$ cat src/rtl/pong_pkg.sv
// Shared Pong definitions: match state encodings, playfield geometry and
// default frame counts for the match sequencer.
package pong_pkg;

    typedef enum logic [2:0] {
        S_IDLE   = 3'd0,
        S_SERVE  = 3'd1,
        S_PLAY   = 3'd2,
        S_REFILL = 3'd3,
        S_OVER   = 3'd4
    } game_state_t;

    localparam int PADDLE_WIDTH  = 10;
    localparam int PADDLE_LENGTH = 60;
    localparam int PADDLE_ONE_X  = 20;
    localparam int PADDLE_TWO_X  = 610;
    localparam int BALL_SIZE     = 8;

    localparam int DEF_BALLS         = 3;
    localparam int DEF_WIN_SCORE     = 9;
    localparam int DEF_SERVE_FRAMES  = 60;
    localparam int DEF_REFILL_FRAMES = 127;
    localparam int DEF_OVER_FRAMES   = 127;
    localparam int DEF_TIMER_W       = 7;

    // Increment that sticks at 255 instead of wrapping.
    function automatic logic [7:0] sat_inc8(input logic [7:0] v);
        return (v == 8'hFF) ? v : v + 8'd1;
    endfunction

endpackage

$ cat src/rtl/game_sequencer_if.sv
// Status inputs from the playfield and match outputs toward the ball
// datapath, 7-segment display and sound blocks.
interface game_sequencer_if;
    logic       endofframe;
    logic       isMoving;
    logic [1:0] collided;
    logic [1:0] missed;
    logic       restart;
    logic       score_clr;
    logic [7:0] score_one;
    logic [7:0] score_two;
    logic [2:0] balls_left;
    logic [7:0] rally;
    logic       game_over;
    logic [2:0] state_dbg;

    modport master (
        input  endofframe, isMoving, collided, missed,
        output restart, score_clr, score_one, score_two, balls_left,
               rally, game_over, state_dbg
    );

    modport slave (
        output endofframe, isMoving, collided, missed,
        input  restart, score_clr, score_one, score_two, balls_left,
               rally, game_over, state_dbg
    );
endinterface

$ cat src/rtl/game_sequencer_frame_timer.sv
// Loadable frame down-counter: steps once per frame_tick and parks at zero.
module frame_timer #(
    parameter int TIMER_W = 7
) (
    input  logic               clk50M,
    input  logic               reset,
    input  logic               load,
    input  logic [TIMER_W-1:0] load_val,
    input  logic               frame_tick,
    output logic [TIMER_W-1:0] count,
    output logic               done
);

    // Load wins over a coincident tick; no wrap below zero.
    always_ff @(posedge clk50M or posedge reset) begin
        if (reset)
            count <= '0;
        else if (load)
            count <= load_val;
        else if (frame_tick && count != '0)
            count <= count - TIMER_W'(1);
    end

    assign done = (count == '0);

endmodule

$ cat src/rtl/game_sequencer.sv
// Pong match controller: serve / play / refill / game-over sequencing,
// scores, remaining balls and rally count.
module game_sequencer
    import pong_pkg::*;
#(
    parameter int BALLS         = DEF_BALLS,
    parameter int WIN_SCORE     = DEF_WIN_SCORE,
    parameter int SERVE_FRAMES  = DEF_SERVE_FRAMES,
    parameter int REFILL_FRAMES = DEF_REFILL_FRAMES,
    parameter int OVER_FRAMES   = DEF_OVER_FRAMES,
    parameter int TIMER_W       = DEF_TIMER_W
) (
    input logic             clk50M,
    input logic             reset,
    game_sequencer_if.master bus
);

    localparam logic [2:0]         BALLS_Q  = 3'(BALLS);
    localparam logic [7:0]         WIN_Q    = 8'(WIN_SCORE);
    localparam logic [TIMER_W-1:0] SERVE_Q  = TIMER_W'(SERVE_FRAMES);
    localparam logic [TIMER_W-1:0] REFILL_Q = TIMER_W'(REFILL_FRAMES);
    localparam logic [TIMER_W-1:0] OVER_Q   = TIMER_W'(OVER_FRAMES);

    game_state_t state, state_next;

    logic       eof_q;
    logic [1:0] col_q, mis_q;
    logic       frame_tick;
    logic [1:0] col_rise, mis_rise;

    logic [7:0] score_one_q, score_two_q, rally_q;
    logic [2:0] balls_q;
    logic       restart_q, game_over_q, score_clr_q;

    logic [7:0] score_one_d, score_two_d, rally_d;
    logic [2:0] balls_d;
    logic       score_clr_d;

    logic [7:0] s1_inc, s2_inc;
    logic [2:0] balls_dec;
    logic       match_end;

    logic               tmr_load;
    logic [TIMER_W-1:0] tmr_val;
    logic [TIMER_W-1:0] tmr_count;
    logic               tmr_done;

    // Previous-cycle copies of the level inputs for rising-edge detection.
    always_ff @(posedge clk50M or posedge reset) begin
        if (reset) begin
            eof_q <= 1'b0;
            col_q <= '0;
            mis_q <= '0;
        end else begin
            eof_q <= bus.endofframe;
            col_q <= bus.collided;
            mis_q <= bus.missed;
        end
    end

    assign frame_tick = bus.endofframe & ~eof_q;
    assign col_rise   = bus.collided & ~col_q;
    assign mis_rise   = bus.missed & ~mis_q;

    // A left-wall miss scores for the right player and takes precedence.
    assign s1_inc    = sat_inc8(score_one_q);
    assign s2_inc    = sat_inc8(score_two_q);
    assign balls_dec = (balls_q == '0) ? '0 : balls_q - 3'd1;
    assign match_end = (mis_rise[0] ? (s2_inc >= WIN_Q) : (s1_inc >= WIN_Q))
                     || (balls_dec == '0);

    frame_timer #(.TIMER_W(TIMER_W)) u_tmr (
        .clk50M    (clk50M),
        .reset     (reset),
        .load      (tmr_load),
        .load_val  (tmr_val),
        .frame_tick(frame_tick),
        .count     (tmr_count),
        .done      (tmr_done)
    );

    // State register.
    always_ff @(posedge clk50M or posedge reset) begin
        if (reset) state <= S_IDLE;
        else       state <= state_next;
    end

    // Next-state decision; undefined encodings fall back to IDLE.
    always_comb begin
        state_next = state;
        case (state)
            S_IDLE:           if (bus.isMoving) state_next = S_SERVE;
            S_SERVE, S_REFILL: if (tmr_done && bus.isMoving) state_next = S_PLAY;
            S_PLAY:           if (|mis_rise) state_next = match_end ? S_OVER : S_REFILL;
            S_OVER:           if (tmr_done) state_next = S_IDLE;
            default:          state_next = S_IDLE;
        endcase
    end

    // Counter updates and timer loads implied by the current transition.
    always_comb begin
        score_clr_d = 1'b0;
        score_one_d = score_one_q;
        score_two_d = score_two_q;
        balls_d     = balls_q;
        rally_d     = rally_q;
        tmr_load    = (state_next != state) &&
                      (state_next == S_SERVE || state_next == S_REFILL || state_next == S_OVER);
        tmr_val     = (state_next == S_SERVE)  ? SERVE_Q :
                      (state_next == S_REFILL) ? REFILL_Q : OVER_Q;
        case (state)
            S_IDLE: begin
                if (bus.isMoving) begin
                    score_clr_d = 1'b1;
                    score_one_d = '0;
                    score_two_d = '0;
                    rally_d     = '0;
                    balls_d     = BALLS_Q;
                end
            end
            S_SERVE, S_REFILL: begin
                if (state_next == S_PLAY) rally_d = '0;
            end
            S_PLAY: begin
                if (|mis_rise) begin
                    if (mis_rise[0]) score_two_d = s2_inc;
                    else             score_one_d = s1_inc;
                    balls_d = balls_dec;
                end else if (|col_rise) begin
                    rally_d = sat_inc8(rally_q);
                end
            end
            default: ;
        endcase
    end

    // Registered outputs; restart and game_over follow the next state.
    always_ff @(posedge clk50M or posedge reset) begin
        if (reset) begin
            restart_q   <= 1'b1;
            game_over_q <= 1'b0;
            score_clr_q <= 1'b0;
            score_one_q <= '0;
            score_two_q <= '0;
            balls_q     <= BALLS_Q;
            rally_q     <= '0;
        end else begin
            restart_q   <= (state_next != S_PLAY);
            game_over_q <= (state_next == S_OVER);
            score_clr_q <= score_clr_d;
            score_one_q <= score_one_d;
            score_two_q <= score_two_d;
            balls_q     <= balls_d;
            rally_q     <= rally_d;
        end
    end

    assign bus.restart    = restart_q;
    assign bus.game_over  = game_over_q;
    assign bus.score_clr  = score_clr_q;
    assign bus.score_one  = score_one_q;
    assign bus.score_two  = score_two_q;
    assign bus.balls_left = balls_q;
    assign bus.rally      = rally_q;
    assign bus.state_dbg  = state;

endmodule

$ cat src/flat_wrapper.sv
// flat-port wrapper written by rule: the top's interface ports become plain ports
module game_sequencer_flat import pong_pkg::*;
#(
    parameter int BALLS         = DEF_BALLS,
    parameter int WIN_SCORE     = DEF_WIN_SCORE,
    parameter int SERVE_FRAMES  = DEF_SERVE_FRAMES,
    parameter int REFILL_FRAMES = DEF_REFILL_FRAMES,
    parameter int OVER_FRAMES   = DEF_OVER_FRAMES,
    parameter int TIMER_W       = DEF_TIMER_W
)
  (clk50M, reset, bus_endofframe, bus_isMoving, bus_collided, bus_missed, bus_restart, bus_score_clr, bus_score_one, bus_score_two, bus_balls_left, bus_rally, bus_game_over, bus_state_dbg);
  game_sequencer_if bus_i ();
  input logic clk50M;
  input logic reset;
  input wire logic [$bits(bus_i.endofframe)-1:0] bus_endofframe;
  input wire logic [$bits(bus_i.isMoving)-1:0] bus_isMoving;
  input wire logic [$bits(bus_i.collided)-1:0] bus_collided;
  input wire logic [$bits(bus_i.missed)-1:0] bus_missed;
  output wire logic [$bits(bus_i.restart)-1:0] bus_restart;
  output wire logic [$bits(bus_i.score_clr)-1:0] bus_score_clr;
  output wire logic [$bits(bus_i.score_one)-1:0] bus_score_one;
  output wire logic [$bits(bus_i.score_two)-1:0] bus_score_two;
  output wire logic [$bits(bus_i.balls_left)-1:0] bus_balls_left;
  output wire logic [$bits(bus_i.rally)-1:0] bus_rally;
  output wire logic [$bits(bus_i.game_over)-1:0] bus_game_over;
  output wire logic [$bits(bus_i.state_dbg)-1:0] bus_state_dbg;
  assign bus_i.endofframe = bus_endofframe;
  assign bus_i.isMoving = bus_isMoving;
  assign bus_i.collided = bus_collided;
  assign bus_i.missed = bus_missed;
  assign bus_restart = bus_i.restart;
  assign bus_score_clr = bus_i.score_clr;
  assign bus_score_one = bus_i.score_one;
  assign bus_score_two = bus_i.score_two;
  assign bus_balls_left = bus_i.balls_left;
  assign bus_rally = bus_i.rally;
  assign bus_game_over = bus_i.game_over;
  assign bus_state_dbg = bus_i.state_dbg;
  game_sequencer #(.BALLS(BALLS), .WIN_SCORE(WIN_SCORE), .SERVE_FRAMES(SERVE_FRAMES), .REFILL_FRAMES(REFILL_FRAMES), .OVER_FRAMES(OVER_FRAMES), .TIMER_W(TIMER_W)) u_core (.clk50M(clk50M), .reset(reset), .bus(bus_i));
endmodule
$ cat config.mk
export PLATFORM = sky130hd
export DESIGN_NAME = game_sequencer_flat
export DESIGN_NICKNAME = d
export VERILOG_FILES = /design/src/rtl/pong_pkg.sv /design/src/rtl/game_sequencer_if.sv /design/src/rtl/game_sequencer_frame_timer.sv /design/src/rtl/game_sequencer.sv /design/src/flat_wrapper.sv
export SDC_FILE = /design/constraint.sdc
export NUM_CORES = 1
export LEC_CHECK = 0
export BUFFER_PORTS_ARGS = -buffer_cell sky130_fd_sc_hd__buf_2
export CORE_MARGIN = 2
export CORE_UTILIZATION = 56
export DETAILED_ROUTE_END_ITERATION = 12
export PLACE_DENSITY = 0.79
export SYNTH_ARGS = -nofsm -noshare
export SYNTH_HDL_FRONTEND = slang
export SYNTH_SLANG_ARGS = --single-unit
export TNS_END_PERCENT = 100
$ cat constraint.sdc
create_clock -name clk50M -period 2.75 [get_ports clk50M]
set_clock_uncertainty 0.2 [all_clocks]
set_input_delay 0.1375 -clock clk50M [delete_from_list [all_inputs] [get_ports clk50M]]
set_output_delay 0.1375 -clock clk50M [all_outputs]
set_load 0.02 [all_outputs]
==> run_summary.xml <==
<?xml version="1.0" encoding="UTF-8"?>
<metrics>
  <group name="run_status">
    <metric name="run_status" unit="">finished, final reports clean</metric>
  </group>
  <group name="timing">
    <metric name="unrepaired_setup_endpoints_after_global_routing" unit="">no</metric>
    <metric name="max_slew.worst_pin.slew" unit="ns">0.6556</metric>
    <metric name="timing.final.crit_share" unit="%">92.02</metric>
    <metric name="max-slew-margin-rel" unit="%">56.13</metric>
    <metric name="post-route-min-period" unit="ns">2.531</metric>
    <metric name="finalSetupViolations" unit="">0</metric>
    <metric name="fin_tns_setup" unit="ns">0</metric>
    <metric name="achievable-frequency" unit="MHz">395.2</metric>
    <metric name="slew_viol_final" unit="">0</metric>
    <metric name="timing.final.hold_violations" unit="">0</metric>
  </group>
  <group name="grt">
    <metric name="grt_overflow_total" unit="">0</metric>
    <metric name="grt_max_degree" unit="">35</metric>
    <metric name="track_usage" unit="%">22.40</metric>
    <metric name="grt_pass1_vias" unit="">2042</metric>
    <metric name="global_route.usage.met3" unit="%">3.846</metric>
    <metric name="grt_util_met1" unit="%">30.78</metric>
    <metric name="use_met2" unit="%">36.55</metric>
    <metric name="grt_pass1_wl" unit="um">9080</metric>
    <metric name="antenna_found_initial" unit="">0</metric>
    <metric name="gr-max-usage-layer" unit="">met2</metric>
  </group>
  <group name="power">
    <metric name="p_leak" unit="nW">1.371</metric>
    <metric name="design_power_total" unit="mW">2.207</metric>
    <metric name="vdd_ir_drop_max" unit="mV">0.4207</metric>
    <metric name="power.density_cell_area" unit="nW/um2">752.8</metric>
  </group>
  <group name="clocking">
    <metric name="clock_tree.buffer_depth" unit="">2</metric>
    <metric name="clock_insertion_delay_worst_skew" unit="ns">0.31</metric>
    <metric name="cts_num_sinks" unit="">45</metric>
    <metric name="cts_inserted_buffers" unit="">5</metric>
    <metric name="worst_setup_hold_path_clk_slew" unit="ns">0.09</metric>
    <metric name="cts.root.buffer_cell" unit="">clkbuf_8</metric>
    <metric name="cts_post_setup_buffers_inserted" unit="">0</metric>
    <metric name="htree_num_levels" unit="">2</metric>
    <metric name="cts_resized" unit="">0</metric>
    <metric name="cts_tree" unit="">yes</metric>
  </group>
  <group name="synth">
    <metric name="synth.ff_latch_count" unit="">45</metric>
    <metric name="synth-main-ff-cell" unit="">dfrtp_1</metric>
    <metric name="synthDistinctLibCells" unit="">48</metric>
    <metric name="synth_warnings" unit="">0</metric>
    <metric name="postSynth.asyncResetShare" unit="%">100.0</metric>
    <metric name="synth_enable_flop_cells" unit="">0</metric>
    <metric name="netlist_instances" unit="">279</metric>
    <metric name="average_size_of_a_mapped_cell" unit="um2">8.996</metric>
    <metric name="synth.cell_area" unit="um2">2510</metric>
    <metric name="synthDominantCellAreaShare" unit="%">41.87</metric>
    <metric name="yosysTopAreaCell" unit="">dfrtp_1</metric>
    <metric name="synth.area.top_cells" unit="">dfrtp_1 (42%), nand2_1 (5.5%), o21ai_0 (5.2%)</metric>
    <metric name="mappedNetlistNets" unit="">294</metric>
    <metric name="synth-seq-area-share" unit="%">45.01</metric>
  </group>
  <group name="route">
    <metric name="route.detailed.drc" unit="">0</metric>
    <metric name="first_iter_violations" unit="">148</metric>
    <metric name="ant_nets" unit="">0</metric>
    <metric name="vias" unit="">2239</metric>
    <metric name="vias_per_cell" unit="">5.861</metric>
    <metric name="detail_route.wirelength" unit="um">5339</metric>
    <metric name="drt_pass1_iterations" unit="">4</metric>
    <metric name="route.detailed.wl_per_inst" unit="um">13.98</metric>
  </group>
  <group name="floorplanning">
    <metric name="boundaryPins" unit="">41</metric>
    <metric name="placementRows" unit="">24</metric>
    <metric name="die_x_extent" unit="um">70.95</metric>
    <metric name="total_die_area" unit="um2">5033</metric>
    <metric name="die-height" unit="um">70.95</metric>
    <metric name="initial_core_util" unit="%">58.04</metric>
    <metric name="core" unit="um2">4324</metric>
  </group>
  <group name="worst_setup_path">
    <metric name="criticalPathCategory" unit="">reg2reg</metric>
    <metric name="cp_data_arrival_time" unit="ns">2.54</metric>
    <metric name="r2r_setup_slack" unit="ns">0.22</metric>
    <metric name="worstReg2RegEnd" unit="">u_core.bus.rally[7]$_DFFE_PP0P_</metric>
    <metric name="critical_register_to_register_path_startpoint" unit="">u_core.u_tmr.count[2]$_DFFE_PP0P_</metric>
    <metric name="timing.critical_path.fanout_max" unit="">9</metric>
    <metric name="worst_r2r_path_depth" unit="">6</metric>
    <metric name="critical_path_required" unit="ns">2.76</metric>
    <metric name="critPathCaptureType" unit="">flip-flop</metric>
    <metric name="crit_path_start_kind" unit="">flip-flop</metric>
  </group>
  <group name="final_layout">
    <metric name="area.growth.synth_to_final" unit="%">16.80</metric>
    <metric name="layout.cells.most_common_list" unit="">dfrtp_1 (42), buf_2 (40), nand2_1 (37)</metric>
    <metric name="mostFrequentLayoutCell" unit="">dfrtp_1</metric>
    <metric name="utilization" unit="%">67.80</metric>
    <metric name="final_antenna_diode_count" unit="">0</metric>
    <metric name="fin_nets" unit="">344</metric>
    <metric name="post_route_cells_drive_above_1_share" unit="%">19.70</metric>
  </group>
  <group name="place">
    <metric name="gp_routability_congestion" unit="">0.8849</metric>
    <metric name="final_hpwl_dp" unit="um">3784</metric>
    <metric name="numPortBuffers" unit="">40</metric>
  </group>
  <group name="job">
    <metric name="maxCapViolCount" unit="">0</metric>
  </group>
  <group name="min_path">
    <metric name="min_path_type" unit="">in2async</metric>
  </group>
</metrics>
-- worst max-delay path, stage by stage, from the launching register on --
cell      delay, ns
dfrtp_1        0.45
nor4_4         0.36
a41oi_1        0.20
a311oi_2       0.34
o31ai_2        0.21
or2_0          0.35
o41ai_2        0.32
-- sequential cells by signal (all words and copies together), names as in the netlist --
signal                 flops
u_core.eof_q               1
u_core.bus.score_one       8
u_core.bus.rally           8
u_core.col_q               2
u_core.u_tmr.count         7
u_core.bus.game_over       1
u_core.bus.restart         1
u_core.mis_q               2
u_core.bus.state_dbg       3
u_core.bus.balls_left      3
u_core.bus.score_clr       1
u_core.bus.score_two       8
-- metrics by stage --
step | std cells | hold WS (ns) | area, um2 | setup slack [ns]
floorplan | 279 | -0.03107 | 2510 | 0.3295
global placement | 368 | -0.1079 | 2781 | 0.2832
detailed placement | 368 | -0.1016 | 2781 | 0.1921
CTS | 382 | 0.1096 | 2932 | 0.1661
global route | 382 | 0.1528 | 2932 | 0.03312
finish | 382 | 0.1034 | 2932 | 0.2195
-- metal layers --
metal	share of wire (%)	wire, um	vias to the layer above
li1	-	-	1104
met1	48	2555	1075
met2	46	2467	53
met3	4.6	247	7
met4	1.3	69	0
met5	0	0	-
-- cell usage after synthesis, types with 2 or more instances --
cell	instances
clkbuf_1	7
inv_1	14
dfrtp_1	42
a211oi_1	2
or3_1	2
nor2b_1	5
nor2_1	24
o21a_1	3
and3_1	8
xor2_1	3
nor3_1	8
o41ai_1	2
a21o_1	3
nand2_1	37
nand2b_1	6
xnor2_1	4
nand3_1	13
mux2i_1	8
nand4_1	5
o31ai_1	5
ha_1	7
o21ai_0	26
a41oi_1	2
a21oi_1	11
mux2_2	2
a31oi_1	6
dfstp_2	3
-- cell families after synthesis --
logic type	count (synthesis)	synth area share (%)
compound gates	72	18.84
xor+xnor	7	2.443
fa+ha+maj	7	3.489
buf+inv	22	3.340
flops	45	45.02
mux	10	4.088
simple gates	116	22.78
-- layout make-up --
| cell class | instances | area [um2] |
|---|---|---|
| multi-input cells | 212 | 1296 |
| inverters | 14 | 52.55 |
| clock buffers | 5 | 68.82 |
| fillers | 370 | 1393 |
| flip-flops and latches | 45 | 1130 |
| well taps | 52 | 65.06 |
| clock inverters | 3 | 21.27 |
| repair buffers | 51 | 297.8 |
-- timing repair --
item,4_1_cts,5_1_grt
hold endpoints to repair,16,0
setup endpoints to repair,0,1
hold buffers,6,0
-- worst max path at each step --
stage | start | endpoint | cells past startpoint
CTS | u_core.u_tmr.count[2]$_DFFE_PP0P_ | u_core.bus.rally[7]$_DFFE_PP0P_ | 6
global route | u_core.bus.score_two[0]$_DFFE_PP0P_ | u_core.bus.state_dbg[1]$_DFF_PP0_ | 7
detailed placement | u_core.u_tmr.count[2]$_DFFE_PP0P_ | u_core.bus.rally[7]$_DFFE_PP0P_ | 6
floorplan | u_core.bus.state_dbg[2]$_DFF_PP0_ | u_core.bus.score_one[5]$_DFFE_PP0P_ | 7
finish | u_core.u_tmr.count[2]$_DFFE_PP0P_ | u_core.bus.rally[7]$_DFFE_PP0P_ | 6
global placement | u_core.u_tmr.count[2]$_DFFE_PP0P_ | u_core.bus.rally[7]$_DFFE_PP0P_ | 6
-- power by group --
part / internal (mW) / switching (mW) / total (mW)
clock network: 0.180 / 0.243 / 0.423
registers: 0.802 / 0.170 / 0.972
logic: 0.300 / 0.511 / 0.812
Power figures use the tool's default switching activity.
